`src/rtl/tag_ram_pkg.sv`:
```
// ---------------------------------------------------------------------------
// tag_ram_pkg
// Shared definitions for the tag RAM controller of the direct-mapped cache:
//   - default geometry (index width, tag width, statistics counter width)
//   - controller state encoding
//   - arbiter side numbering (which request bit belongs to which port)
//   - helpers to build and test a tag RAM entry {valid, tag}
// ---------------------------------------------------------------------------
package tag_ram_pkg;

  localparam int DEF_AWIDTH = 3;
  localparam int DEF_TWIDTH = 13;
  localparam int DEF_CWIDTH = 16;
  localparam int DEF_DWIDTH = DEF_TWIDTH + 1;

  // The valid flag sits just above the tag in every RAM word.
  localparam int VALID_BIT = DEF_TWIDTH;

  // Arbiter request/grant bit positions.
  localparam int SIDE_LK = 0;
  localparam int SIDE_FL = 1;

  typedef enum logic [1:0] {
    ST_INIT,
    ST_IDLE,
    ST_CMP
  } state_t;

  typedef logic [DEF_DWIDTH-1:0] entry_t;

  function automatic entry_t make_entry(input logic valid,
                                        input logic [DEF_TWIDTH-1:0] tag);
    return {valid, tag};
  endfunction

  function automatic logic entry_hit(input entry_t entry,
                                     input logic [DEF_TWIDTH-1:0] tag);
    return entry[VALID_BIT] && (entry[DEF_TWIDTH-1:0] == tag);
  endfunction

endpackage

```
`src/rtl/rr_arb2.sv`:
```
// ---------------------------------------------------------------------------
// rr_arb2
// Two-requester round-robin arbiter.
// Ports:
//   clock    in   single clock
//   reset_n  in   asynchronous active-low reset (req[0] favoured after reset)
//   req      in   [1:0] request vector
//   advance  in   the grant is actually consumed this cycle
//   gnt      out  [1:0] one-hot grant (zero when no request)
// ---------------------------------------------------------------------------
module rr_arb2 (
  input  logic       clock,
  input  logic       reset_n,
  input  logic [1:0] req,
  input  logic       advance,
  output logic [1:0] gnt
);

  // prio_q = 0 favours req[0] on a tie, 1 favours req[1].
  logic prio_q;

  // Only a contended, consumed grant moves the pointer; a lone requester
  // never steals the other side's turn.
  always_ff @(posedge clock or negedge reset_n) begin
    if (!reset_n) begin
      prio_q <= 1'b0;
    end else if (advance && (&req)) begin
      prio_q <= ~prio_q;
    end
  end

  always_comb begin
    gnt = 2'b00;
    if (&req) begin
      gnt = prio_q ? 2'b10 : 2'b01;
    end else begin
      gnt = req;
    end
  end

endmodule

```
`src/rtl/tag_ram_ctrl.sv`:
```
// ---------------------------------------------------------------------------
// tag_ram_ctrl
// Sequencer/arbiter for one synchronous-read tag RAM bank. Sweeps the bank
// to invalid after reset or flush, arbitrates lookups against fills, and
// keeps saturating hit/miss statistics.
// Ports:
//   clock, reset_n              clock, asynchronous active-low reset
//   flush                       restart the invalidate sweep (IDLE only)
//   lk_req/lk_index/lk_tag      lookup request; lk_ready = accepted
//   lk_done/lk_hit              lookup result, one cycle after acceptance
//   fl_req/fl_index/fl_tag/fl_valid  fill/invalidate; fl_ready = written
//   ram_addr/ram_din/ram_we     to the tag RAM macro
//   ram_dout                    from the RAM, valid the cycle after addr
//   init_done                   high while the bank is usable
//   hit_cnt/miss_cnt            saturating statistics
// ---------------------------------------------------------------------------
module tag_ram_ctrl
  import tag_ram_pkg::*;
#(
  parameter int AWIDTH = DEF_AWIDTH,
  parameter int TWIDTH = DEF_TWIDTH,
  parameter int CWIDTH = DEF_CWIDTH
) (
  input  logic              clock,
  input  logic              reset_n,
  input  logic              flush,
  input  logic              lk_req,
  input  logic [AWIDTH-1:0] lk_index,
  input  logic [TWIDTH-1:0] lk_tag,
  output logic              lk_ready,
  output logic              lk_done,
  output logic              lk_hit,
  input  logic              fl_req,
  input  logic [AWIDTH-1:0] fl_index,
  input  logic [TWIDTH-1:0] fl_tag,
  input  logic              fl_valid,
  output logic              fl_ready,
  output logic [AWIDTH-1:0] ram_addr,
  output logic [TWIDTH:0]   ram_din,
  output logic              ram_we,
  input  logic [TWIDTH:0]   ram_dout,
  output logic              init_done,
  output logic [CWIDTH-1:0] hit_cnt,
  output logic [CWIDTH-1:0] miss_cnt
);

  localparam logic [AWIDTH-1:0] LAST_INDEX = '1;

  state_t            state_q, state_d;
  logic [AWIDTH-1:0] ptr_q;
  logic [TWIDTH-1:0] tag_q;
  logic              grant_en;
  logic [1:0]        arb_req;
  logic [1:0]        gnt;

  // Grants are only possible in IDLE, and flush pre-empts both requesters.
  assign grant_en = (state_q == ST_IDLE) && !flush;
  assign arb_req  = grant_en ? {fl_req, lk_req} : 2'b00;

  rr_arb2 u_arb (
    .clock   (clock),
    .reset_n (reset_n),
    .req     (arb_req),
    .advance (grant_en),
    .gnt     (gnt)
  );

  always_comb begin
    state_d   = state_q;
    ram_we    = 1'b0;
    ram_addr  = '0;
    ram_din   = '0;
    lk_ready  = 1'b0;
    fl_ready  = 1'b0;
    lk_done   = 1'b0;
    lk_hit    = 1'b0;
    init_done = 1'b0;
    case (state_q)
      ST_INIT: begin
        // Reset parks the FSM in INIT; gating with reset_n keeps the RAM
        // write strobe low for as long as reset is held.
        ram_we   = reset_n;
        ram_addr = ptr_q;
        if (ptr_q == LAST_INDEX) begin
          state_d = ST_IDLE;
        end
      end
      ST_IDLE: begin
        init_done = 1'b1;
        if (flush) begin
          state_d = ST_INIT;
        end else if (gnt[SIDE_FL]) begin
          ram_we   = 1'b1;
          ram_addr = fl_index;
          ram_din  = {fl_valid, fl_tag};
          fl_ready = 1'b1;
        end else if (gnt[SIDE_LK]) begin
          ram_addr = lk_index;
          lk_ready = 1'b1;
          state_d  = ST_CMP;
        end
      end
      ST_CMP: begin
        init_done = 1'b1;
        lk_done   = 1'b1;
        lk_hit    = ram_dout[TWIDTH] && (ram_dout[TWIDTH-1:0] == tag_q);
        state_d   = ST_IDLE;
      end
      default: begin
        state_d = ST_INIT;
      end
    endcase
  end

  always_ff @(posedge clock or negedge reset_n) begin
    if (!reset_n) begin
      state_q <= ST_INIT;
      ptr_q   <= '0;
      tag_q   <= '0;
    end else begin
      state_q <= state_d;
      if (state_q == ST_INIT) begin
        ptr_q <= ptr_q + AWIDTH'(1);
      end else if (state_q == ST_IDLE && flush) begin
        ptr_q <= '0;
      end
      if (lk_ready) begin
        tag_q <= lk_tag;
      end
    end
  end

  // Statistics survive flush; only reset clears them. Each counter holds
  // at all-ones instead of wrapping.
  always_ff @(posedge clock or negedge reset_n) begin
    if (!reset_n) begin
      hit_cnt  <= '0;
      miss_cnt <= '0;
    end else if (lk_done) begin
      if (lk_hit) begin
        if (hit_cnt != '1) begin
          hit_cnt <= hit_cnt + CWIDTH'(1);
        end
      end else if (miss_cnt != '1) begin
        miss_cnt <= miss_cnt + CWIDTH'(1);
      end
    end
  end

endmodule

```
`config.mk`:
```
export PLATFORM = sky130hd
export DESIGN_NAME = tag_ram_ctrl
export DESIGN_NICKNAME = d
export VERILOG_FILES = /design/src/rtl/tag_ram_pkg.sv /design/src/rtl/rr_arb2.sv /design/src/rtl/tag_ram_ctrl.sv
export SDC_FILE = /design/constraint.sdc
export NUM_CORES = 1
export LEC_CHECK = 0
export CORE_MARGIN = 5
export CORE_UTILIZATION = 40
export DETAILED_ROUTE_END_ITERATION = 10
export GPL_TIMING_DRIVEN = 1
export PLACE_DENSITY = 0.77
export REMOVE_ABC_BUFFERS = 1
export SYNTH_ARGS = -nofsm -noshare
export SYNTH_HDL_FRONTEND = slang
export SYNTH_HIERARCHICAL = 1
export SYNTH_SLANG_ARGS = --single-unit
```
`constraint.sdc`:
```
create_clock -name clock -period 2.9 [get_ports clock]
set_clock_uncertainty 0.05 [all_clocks]
set_input_delay 0.58 -clock clock [delete_from_list [all_inputs] [get_ports clock]]
set_output_delay 0.58 -clock clock [all_outputs]
set_load 0.1 [all_outputs]
```
# --- Word level (Yosys, flattened, before mapping) ---
# Index checks and enable logic that the tools add are counted.
op_classes:
  n_mux: 28
  bitwise_logic: 2
  addsub: 3
  n_eq_ne: 9
  reduce_logical: 12
ops:
  columns: ["cell", "n"]
  rows:
  - ["14-bit two-way mux", 3]
  - ["16-bit by 1-bit adder with 16-bit output, second input constant", 2]
  - ["16-bit inequality test, second input constant", 2]
  - ["3-bit two-way mux", 5]
  - ["2-bit two-way mux", 7]
  - ["13-bit equality test", 1]
  - ["1-bit two-way mux", 10]
  - ["3-bit AND reduction", 3]
  - ["3-bit inequality test, second input constant", 2]
  - ["2-bit one-hot mux with 3 select lines", 1]
  - ["3-bit one-hot mux with 2 select lines", 1]
  - ["1-bit logical AND", 4]
  - ["3-bit by 1-bit adder with 3-bit output, second input constant", 1]
  - ["3-bit equality test, second input constant", 1]
  - ["2-bit by 1-bit equality test with 1-bit output, second input constant", 1]
  - ["2-bit equality test, second input constant", 1]
  - ["2-bit logical NOT", 1]
  - ["2-bit inequality test, second input constant", 1]
  - ["1-bit inverter", 2]
  - ["1-bit one-hot mux with 2 select lines", 1]
  - ["2-bit AND reduction", 1]
  - ["2-bit nonzero test", 1]
  - ["2-bit OR reduction", 1]
  - ["1-bit logical NOT", 1]
word_totals:
  reg_bits: 51
  input_bits: 52
  output_inout_bits: 55

# --- Longest topological paths before layout ---
# Gate-level depths: netlist (run 1).
logic_depth:
  depth_word: 9
  mapped_depth: 13
  ltp_nobuf: 9

# --- Hierarchy ---
# The synthesis (run 1) kept the hierarchy.
modules_own_cells:
  columns: ["module", "seq_area_each_um2", "instances", "cells_each", "area_per_inst_um2"]
  rows:
  - ["tag_ram_ctrl", 1251.2, 1, 260, 2735.1]
  - ["rr_arb2", 25.0, 1, 6, 57.6]

# --- Worst setup path after synthesis (run 1) ---
# No wires, ideal clock.
synth_path:
  kind: "register to output"
  start: "reg state_q[1]"
  end: "out ram_addr[0]"
  arrival_time_ps: 3841
  stages_incl_launch_ff: 13
  required_time_ps: 2270
  slack_ps: -1571
  n_path_buf: 4
  cell_sequence: "dfrtp_1 -> inv_1 -> ha_1 -> nor2b_1 -> clkbuf_1 -> clkbuf_1 -> and2_1 -> a21boi_0 -> and3_1 -> buf_2 -> buf_1 -> a222oi_1 -> inv_1"
synth_between:
  elab_chain_cells: 9
  elab_cells_between_ends: 10
  classes_between: "eq/ne (1); mux (6); reduce/logical (3)"
synth_lines:
  columns: ["element", "line", "text"]
  rows:
  - ["start, declared", "tag_ram_ctrl.sv:49", "state_t state_q, state_d;"]
  - ["start signal, assigned", "tag_ram_ctrl.sv:121", "state_q <= state_d;"]
  - ["2-bit by 1-bit equality test with 1-bit output *", "tag_ram_ctrl.sv:57", "assign grant_en = (state_q == ST_IDLE) && !flush;"]
  - ["1-bit logical AND *", "tag_ram_ctrl.sv:57", null]
  - ["via grant_en", "tag_ram_ctrl.sv:52", "logic grant_en;"]
  - ["2-bit two-way mux *", "tag_ram_ctrl.sv:58", "assign arb_req = grant_en ? {fl_req, lk_req} : 2'b00;"]
  - ["via arb_req[0]", "tag_ram_ctrl.sv:53", "logic [1:0] arb_req;"]
  - ["2-bit AND reduction", "rr_arb2.sv:34", "if (&req) begin"]
  - ["2-bit two-way mux *", "rr_arb2.sv:34", null]
  - ["via gnt[0]", "tag_ram_ctrl.sv:54", "logic [1:0] gnt;"]
  - ["3-bit two-way mux *", "tag_ram_ctrl.sv:97", "end else if (gnt[SIDE_LK]) begin"]
  - ["3-bit two-way mux *", "tag_ram_ctrl.sv:92", "end else if (gnt[SIDE_FL]) begin"]
  - ["3-bit two-way mux *", "tag_ram_ctrl.sv:90", "if (flush) begin"]
  - ["3-bit one-hot mux with 2 select lines *", "tag_ram_ctrl.sv:78", "case (state_q)"]
  - ["end, declared", "tag_ram_ctrl.sv:38", "output logic [AWIDTH-1:0] ram_addr,"]
# The timed path passes the listed nets; every way through them passes the cells marked *.

# --- Worst setup path in the final report (run 1) ---
layout_path:
  start: "reg state_q[1]"
  end: "out ram_addr[2]"
layout_between:
  elab_cells_between_ends: 10
  classes_between: "eq/ne (1); mux (6); reduce/logical (3)"
layout_lines:
  columns: ["element", "line"]
  rows:
  - ["2-bit by 1-bit equality test with 1-bit output *", "tag_ram_ctrl.sv:57"]
  - ["1-bit logical AND *", "tag_ram_ctrl.sv:57"]
  - ["2-bit two-way mux *", "tag_ram_ctrl.sv:58"]
  - ["via arb_req[1]", "tag_ram_ctrl.sv:53"]
  - ["2-bit AND reduction", "rr_arb2.sv:34"]
  - ["2-bit two-way mux *", "rr_arb2.sv:34"]
  - ["via gnt[1]", "tag_ram_ctrl.sv:54"]
  - ["3-bit two-way mux *", "tag_ram_ctrl.sv:92"]
  - ["3-bit two-way mux *", "tag_ram_ctrl.sv:90"]
  - ["3-bit one-hot mux with 2 select lines *", "tag_ram_ctrl.sv:78"]
# Marked as above.

==> impl_results.rst, run 1 <==
.. list-table::
   :header-rows: 1

   * - Metric
     - Value
   * - Post-CTS clock slew at the launch and capture registers of the worst setup and hold paths
     - 0.09 ns
   * - HPWL Detailed
     - 5470 µm
   * - Most common library cell in the layout ignoring fill and taps
     - sky130_fd_sc_hd__dfrtp_1
   * - Reg2reg setup slack
     - 0.69 ns
   * - 1st-iter DRT viols
     - 93
   * - Combined area of the multi-input logic cells
     - 0.00148 mm²
   * - Fraction of synthesized area in multiplexers
     - 8.02%
   * - Count of maximum capacitance violations
     - 0
   * - Combinational family with the most area after synthesis
     - simple AND/OR/NAND/NOR gates
   * - Parity-gate share of the synthesized area counting xor and xnor cells
     - 12.5%
   * - Internal portion of total power
     - 1.53 mW
   * - Sequential Power Share
     - 36.5%
   * - Number of enable-type register cells in the synthesized netlist
     - 0
   * - Via count
     - 2378
   * - Global Route Usage Sum
     - 16.1%
   * - Vertical die dimension
     - 93.6 µm
   * - Switching power as a share of total power
     - 41.9%
   * - Clock power frac
     - 14.8%
   * - Maximum fanout along the worst path
     - 5
   * - Power density normalized to cell area
     - 618 mW/mm²
   * - Post-detailed-route wirelength per cell
     - 14.4 µm
   * - Total non-filler cell area in the finished layout
     - 0.00427 mm²
   * - Most frequent cells in the layout
     - sky130_fd_sc_hd__dfrtp_1 (51), sky130_fd_sc_hd__clkdlybuf4s50_1 (49), sky130_fd_sc_hd__buf_4 (48)
   * - Clock Root Buffer
     - sky130_fd_sc_hd__clkbuf_8
   * - Number of distinct library cell variants in the gate-level netlist after synthesis
     - 39
   * - Primary FF master, synth
     - sky130_fd_sc_hd__dfrtp_1
   * - Cell area after placement
     - 0.00412 mm²
   * - Dpl cells
     - 468
   * - Maximum count of clock buffers along a single path
     - 2
   * - Startpoint of the most critical register-to-register path
     - hit_cnt[0]
   * - X dimension of the die
     - 93.6 µm
   * - CTS tree
     - done
   * - Setup Crit Path Kind
     - flip-flop to primary output
   * - Initial antenna violation count
     - 1
   * - Net switching power
     - 1.10 mW
   * - Worst hold-check slack
     - 0.389 ns
   * - Final critical-path required period
     - 2.85 ns
   * - Number of input and output port buffers inserted
     - 106
   * - Cell area after synthesis
     - 0.00279 mm²
   * - Total clock buffers created by CTS
     - 5
   * - Kind of start point of the critical path
     - flip-flop
   * - Number of warnings printed during yosys synthesis
     - 6
   * - Cts hold-fix bufs
     - 0
   * - Antenna Nets Post-Route
     - 0
   * - Residual DRC count
     - 0
   * - Unrepaired setup endpoints after global routing
     - true
   * - Post-layout net count
     - 442
   * - Initial Util
     - 41.1%
   * - Sum of routed wire length over all layers
     - 6930 µm
   * - Overflow after GRT
     - 0
   * - Number of cell instances on the worst register-to-register path
     - 5
   * - Top-Level Pins
     - 107
   * - Clock Latency Late Sink
     - 0.30 ns
   * - Power share of the combinational group
     - 48.7%
   * - Flop and latch count out of synthesis
     - 51
   * - Per-cell via count in the routed design
     - 4.95
   * - Synth Area in Adders
     - 3.58%
   * - Number of cells produced by synthesis
     - 266
   * - Share of synthesized area occupied by flip-flops and latches
     - 45.7%
   * - Worst Hold Class
     - primary input to async pin
   * - Run status
     - complete, no violations
   * - Area share of and/or/nand/nor cells after synthesis
     - 24.0%
   * - Number of endpoints failing setup at the final stage
     - 0
   * - Via count of the first global-routing pass
     - 2436
   * - Least-Margin Pin Slew
     - 0.633 ns
   * - Setup crit end kind
     - primary output
   * - Proportion of layout cells with a drive suffix above 1
     - 29.2%
   * - Floorplan die area
     - 0.00875 mm²
   * - Fraction of registers with async set/reset
     - 100%
   * - Crit path arrival time
     - 2.22 ns
   * - Final period util
     - 98.3%
   * - Avg Inst Size Synth
     - 10.5 µm²
   * - Number of non-filler instances in the completed layout
     - 480
   * - Number of search-and-repair iterations in the first detailed-routing pass
     - 4
   * - IR drop worst, VDD
     - 0.000651 V
   * - Required time of the critical path
     - 2.27 ns
   * - Routability Congestion
     - 0.811
   * - Area of the core
     - 0.00679 mm²
   * - Highest clock frequency the design can meet
     - 0.351 GHz
   * - Pin count of the biggest net entering global routing
     - 52
   * - Worst Setup Slack post-DPL
     - -0.221 ns
   * - Reg-to-Reg End
     - hit_cnt[1]
   * - Synth Area in Compound Gates
     - 3.18%
   * - Area growth from synthesis to layout
     - 52.8%
   * - First-pass GRT wire length
     - 11500 µm
   * - Layout filler cell count
     - 577
   * - Static Leak
     - 1.89 nW
   * - Hold violation total from the final report
     - 0
   * - Footprint of the flip-flops and latches
     - 0.00128 mm²
   * - # clock sinks
     - 51
   * - Count of H-tree levels built during CTS
     - 2
   * - Max-slew violations
     - 0
   * - Max-slew headroom
     - 57.8%
   * - Post-route worst setup slack
     - 0.0485 ns
   * - Std cell rows
     - 30
## how the worst max path moves through the flow
stage,from,to,slack [ns],cells after the start
after floorplan,state_q[1],ram_addr[0],-1.38,9
after global placement,flush,ram_addr[0],-0.12,9
after detailed placement,flush,ram_addr[1],-0.22,9
after CTS,state_q[1],ram_addr[1],-0.01,10
after global routing,state_q[1],ram_addr[1],-0.12,10
final,state_q[1],ram_addr[2],0.05,10
## metal layers
| layer | routed length [µm] | vias to the layer above | GRT usage (%) |
|---|---|---|---|
| met5 | 0 | - | 0 |
| met4 | 116 | 0 | 4.33 |
| met3 | 486 | 6 | 4.34 |
| met2 | 3500 | 65 | 27.9 |
| met1 | 2830 | 1145 | 19.8 |
| li1 | - | 1162 | - |
## power groups by stage
stage | clock [mW] | combinational (mW) | sequential [mW]
after floorplan | 0 | 0.739 | 1.08
after global placement | 0 | 1.23 | 0.967
after detailed placement | 0 | 1.25 | 0.974
after CTS | 0.410 | 1.29 | 0.963
after global routing | 0.438 | 1.38 | 0.981
final | 0.391 | 1.28 | 0.963
## stage by stage
stage	total power [mW]	TNS (ns)	utilization (%)
6_report	2.64	0	62.8
2_1_floorplan	1.81	-19.49	-
5_1_grt	2.80	-0.313	62.8
4_1_cts	2.66	-0.0123	62.6
3_5_place_dp	2.23	-0.843	60.6
3_3_place_gp	2.20	-0.406	60.6
## cells in the mapped netlist, types with 2 or more instances
library cell                n  area [µm²]
sky130_fd_sc_hd__inv_1      7        26.3
sky130_fd_sc_hd__and3_2     3        22.5
sky130_fd_sc_hd__nand4_1   14        87.6
sky130_fd_sc_hd__buf_4      2        15.0
sky130_fd_sc_hd__nor2b_1    3        18.8
sky130_fd_sc_hd__mux2_2    19         214
sky130_fd_sc_hd__o21ai_0    4        20.0
sky130_fd_sc_hd__nand2b_1   2        12.5
sky130_fd_sc_hd__dfrtp_1   51        1280
sky130_fd_sc_hd__xnor2_1   28         245
sky130_fd_sc_hd__and2_1     3        18.8
sky130_fd_sc_hd__nor4_4     2        42.5
sky130_fd_sc_hd__and3_1    19         119
sky130_fd_sc_hd__nor3_1     6        30.0
sky130_fd_sc_hd__nand2_1   23        86.3
sky130_fd_sc_hd__a21boi_0   2        15.0
sky130_fd_sc_hd__ha_1       8         100
sky130_fd_sc_hd__clkbuf_1   6        22.5
sky130_fd_sc_hd__nand3_1   17        85.1
sky130_fd_sc_hd__nor2_1    14        52.6
sky130_fd_sc_hd__nor4b_1    2        17.5
sky130_fd_sc_hd__xor2_1    12         105
sky130_fd_sc_hd__a222oi_1   3        30.0
## cell families (layout without fill, tap and decap cells)
family	after synthesis	after routing
flops	51	51
fa+ha+maj	8	8
simple gates	117	117
other cells	0	1
compound gates	12	12
buf+inv	18	135
xor+xnor	40	40
mux	20	20
## critical path, cell delays in order, from the launching register on
cell	delay (ns)
sky130_fd_sc_hd__dfrtp_1	0.41
sky130_fd_sc_hd__inv_2	0.08
sky130_fd_sc_hd__ha_4	0.12
sky130_fd_sc_hd__nor2b_4	0.15
sky130_fd_sc_hd__and2_4	0.16
sky130_fd_sc_hd__a21boi_4	0.18
sky130_fd_sc_hd__inv_2	0.05
sky130_fd_sc_hd__and3_4	0.19
sky130_fd_sc_hd__a222oi_1	0.29
sky130_fd_sc_hd__inv_1	0.12
sky130_fd_sc_hd__buf_12	0.18
## registers in the layout, indices dropped and copies added (netlist names)
name          flops
u_arb/prio_q      1
state_q           2
ptr_q             3
tag_q            13
miss_cnt         16
hit_cnt          16
## repair_timing
item / in CTS / in global routing
buffers inserted: 2 / 1
gates resized for setup: 13 / 2
pin swaps: 2 / 4
endpoints found under the setup margin: 6 / 5
## final cells by class
| type | instances | area share [%] |
|---|---|---|
| diodes | 1 | 0.0586 |
| inverters | 7 | 0.616 |
| clock inverters | 1 | 0.117 |
| well taps | 96 | 2.81 |
| clock buffers | 7 | 1.79 |
| flip-flops and latches | 51 | 29.9 |
| repair buffers | 120 | 30.1 |
| multi-input cells | 197 | 34.6 |
(Power assumes the default switching activity.)
==> inputs of run 2 (changes only) <==
- CTS_CLUSTER_SIZE: not set -> 20
- HOLD_SLACK_MARGIN: not set -> 0.03
- PLACE_DENSITY: 0.77 -> 0.78
==> run 2 against run 1 <==
Compared with the run above:
- sequential cell count unchanged
- sequential power about the same
- cell count increased by 1.7%
- global-route usage increased by 0.26 points
- critical path depth decreased by 1
- via count increased by 2.1%
- core utilization increased by 1.4 points
- register-to-register slack got worse by 0.03 ns
- wire length increased by 1.6%
- largest power group unchanged
==> impl_results.rst, run 2 (synthesis gave the netlist of run 1 again) <==
.. list-table::
   :header-rows: 1

   * - Metric
     - Value
   * - Initial Util
     - 41.1% (unchanged)
   * - HPWL Detailed
     - 5390 µm (was 5470 µm)
   * - End-of-flow core utilization
     - 64.3% (was 62.8%)
   * - Clock Latency Late Sink
     - 0.30 ns (about the same)
   * - Cts hold-fix bufs
     - 0 (unchanged)
   * - Dpl cells
     - 471 (was 468)
   * - Worst Hold Class
     - primary input to async pin (unchanged)
   * - CTS tree
     - done (unchanged)
   * - Count of H-tree levels built during CTS
     - 2 (unchanged)
   * - X dimension of the die
     - 93.6 µm (unchanged)
   * - Switching power as a share of total power
     - 40.9% (was 41.9%)
   * - Max-slew violations
     - 0 (unchanged)
   * - Internal portion of total power
     - 1.65 mW (was 1.53 mW)
   * - Power density normalized to cell area
     - 640 mW/mm² (was 618 mW/mm²)
   * - Net switching power
     - 1.14 mW (was 1.10 mW)
   * - Clock Root Buffer
     - sky130_fd_sc_hd__clkbuf_8 (unchanged)
   * - Worst Setup Slack post-DPL
     - -0.205 ns (was -0.221 ns)
   * - Pin count of the biggest net entering global routing
     - 52 (unchanged)
   * - 1st-iter DRT viols
     - 99 (was 93)
   * - Per-cell via count in the routed design
     - 4.98 (was 4.95)
   * - Post-detailed-route wirelength per cell
     - 14.4 µm (about the same)
   * - IR drop worst, VDD
     - 0.000724 V (was 0.000651 V)
   * - Kind of start point of the critical path
     - flip-flop (unchanged)
   * - Power share of the combinational group
     - 47.5% (was 48.7%)
   * - Number of non-filler instances in the completed layout
     - 488 (was 480)
   * - Setup TNS
     - 0 ns (unchanged)
   * - Number of cell instances on the worst register-to-register path
     - 9 (was 5)
   * - Most common library cell in the layout ignoring fill and taps
     - sky130_fd_sc_hd__buf_4 (was sky130_fd_sc_hd__dfrtp_1)
   * - Residual DRC count
     - 0 (unchanged)
   * - Layout filler cell count
     - 532 (was 577)
   * - Via count of the first global-routing pass
     - 2439 (was 2436)
   * - Top-Level Pins
     - 107 (unchanged)
   * - # clock sinks
     - 51 (unchanged)
   * - Final critical-path required period
     - 2.84 ns (was 2.85 ns)
   * - Crit path arrival time
     - 2.21 ns (was 2.22 ns)
   * - Worst hold-check slack
     - 0.384 ns (was 0.389 ns)
   * - Hold violation total from the final report
     - 0 (unchanged)
   * - Antenna Nets Post-Route
     - 0 (unchanged)
   * - Total clock buffers created by CTS
     - 5 (unchanged)
   * - Initial antenna violation count
     - 1 (unchanged)
   * - Least-Margin Pin Slew
     - 0.647 ns (was 0.633 ns)
   * - Final period util
     - 98.1% (was 98.3%)
   * - Overflow after GRT
     - 0 (unchanged)
   * - Unrepaired setup endpoints after global routing
     - true (unchanged)
   * - Required time of the critical path
     - 2.27 ns (about the same)
   * - First-pass GRT wire length
     - 11600 µm (was 11500 µm)
   * - Area growth from synthesis to layout
     - 56.3% (was 52.8%)
   * - Number of endpoints failing setup at the final stage
     - 0 (unchanged)
   * - Maximum fanout along the worst path
     - 13 (was 5)
   * - Via count
     - 2429 (was 2378)
   * - Floorplan die area
     - 0.00875 mm² (unchanged)
   * - Run status
     - complete, no violations (unchanged)
   * - Post-CTS clock slew at the launch and capture registers of the worst setup and hold paths
     - 0.10 ns (was 0.09 ns)
   * - Highest clock frequency the design can meet
     - 0.352 GHz (was 0.351 GHz)
   * - Sequential Power Share
     - 34.4% (was 36.5%)
   * - Std cell rows
     - 30 (unchanged)
   * - Number of input and output port buffers inserted
     - 106 (unchanged)
   * - Reg-to-Reg End
     - tag_q[12] (was hit_cnt[1])
   * - Static Leak
     - 1.95 nW (was 1.89 nW)
   * - Area of the core
     - 0.00679 mm² (unchanged)
   * - Proportion of layout cells with a drive suffix above 1
     - 31.2% (was 29.2%)
   * - Maximum count of clock buffers along a single path
     - 2 (unchanged)
   * - Vertical die dimension
     - 93.6 µm (unchanged)
   * - Clock power frac
     - 18.1% (was 14.8%)
   * - Most frequent cells in the layout
     - sky130_fd_sc_hd__buf_4 (55), sky130_fd_sc_hd__dfrtp_1 (51), sky130_fd_sc_hd__clkdlybuf4s50_1 (49) (was sky130_fd_sc_hd__dfrtp_1 (51), sky130_fd_sc_hd__clkdlybuf4s50_1 (49), sky130_fd_sc_hd__buf_4 (48))
   * - Global Route Usage Sum
     - 16.4% (was 16.1%)
   * - Post-layout net count
     - 450 (was 442)
   * - Registers with the highest flip-flop counts
     - hit_cnt: 16 flops, miss_cnt: 16 flops, tag_q: 13 flops (unchanged)
   * - Worst setup path endpoint
     - lk_ready (was ram_addr[2])
   * - Max-slew headroom
     - 56.9% (was 57.8%)
   * - Setup crit end kind
     - primary output (unchanged)
   * - Routability Congestion
     - 0.806 (was 0.811)
   * - Setup Crit Path Kind
     - flip-flop to primary output (unchanged)
   * - Sum of routed wire length over all layers
     - 7040 µm (was 6930 µm)
   * - Number of search-and-repair iterations in the first detailed-routing pass
     - 4 (unchanged)
   * - Post-route worst setup slack
     - 0.0561 ns (was 0.0485 ns)
   * - Launch point of the critical path
     - state_q[0] (was state_q[1])
   * - Count of maximum capacitance violations
     - 0 (unchanged)
   * - Startpoint of the most critical register-to-register path
     - state_q[0] (was hit_cnt[0])
   * - Reg2reg setup slack
     - 0.66 ns (was 0.69 ns)
-- run 2: worst min-delay path by stage --
stage / cells after the start / slack, ns / end
2_1_floorplan: 0 / 0.23 / hit_cnt[0]
3_3_place_gp: 1 / 0.43 / u_arb/prio_q
3_5_place_dp: 1 / 0.44 / u_arb/prio_q
4_1_cts: 2 / 0.40 / hit_cnt[6]
5_1_grt: 2 / 0.43 / hit_cnt[5]
6_report: 2 / 0.38 / miss_cnt[1]
-- run 2: critical path, cell delays in order, from the launching register on --
cell and delay [ns]:
sky130_fd_sc_hd__dfrtp_1 0.42, sky130_fd_sc_hd__ha_4 0.17, sky130_fd_sc_hd__nor2b_4 0.13, sky130_fd_sc_hd__and2_4 0.16
sky130_fd_sc_hd__buf_4 0.13, sky130_fd_sc_hd__a21boi_1 0.19, sky130_fd_sc_hd__and3_4 0.25, sky130_fd_sc_hd__buf_4 0.12
sky130_fd_sc_hd__buf_6 0.16, sky130_fd_sc_hd__buf_12 0.19
-- run 2: final cells by class --
cell class | instances | area (µm²) | share of cell area (%)
diodes | 1 | 2.50 | 0.0573
inverters | 7 | 26.3 | 0.602
flip-flops and latches | 51 | 1280 | 29.2
well taps | 96 | 120 | 2.75
multi-input cells | 197 | 1480 | 33.8
clock buffers | 5 | 68.8 | 1.58
clock inverters | 3 | 46.3 | 1.06
repair buffers | 128 | 1350 | 30.9
-- run 2: through the flow --
| step | area [µm²] | total power, mW |
|---|---|---|
| 6_report | 4370 | 2.80 |
| 5_1_grt | 4370 | 2.95 |
| 4_1_cts | 4300 | 2.78 |
| 3_5_place_dp | 4140 | 2.24 |
| 3_3_place_gp | 4140 | 2.21 |
| 2_1_floorplan | 2740 | 1.81 |
-- run 2: layer usage --
metal,track usage (%),wire length (µm),vias to the layer above
met3,3.70,328,4
met5,0,0,-
met4,5.66,70,0
li1,-,-,1179
met1,20.3,2980,1180
met2,27.9,3660,66
-- run 2: power groups by stage --
stage                     clock [mW]  combinational (mW)  sequential, mW
after floorplan                    0               0.739            1.08
after global placement             0                1.24           0.966
after detailed placement           0                1.26           0.973
after CTS                      0.522                1.30           0.957
after global routing           0.548                1.42           0.980
final                          0.505                1.33           0.961
-- run 2: repair_timing --
item | 4_1_cts | 5_1_grt
endpoints found under the setup margin | 6 | 4
buffers inserted | 3 | 5
pin swaps | 2 | 2
resized for setup | 9 | 7
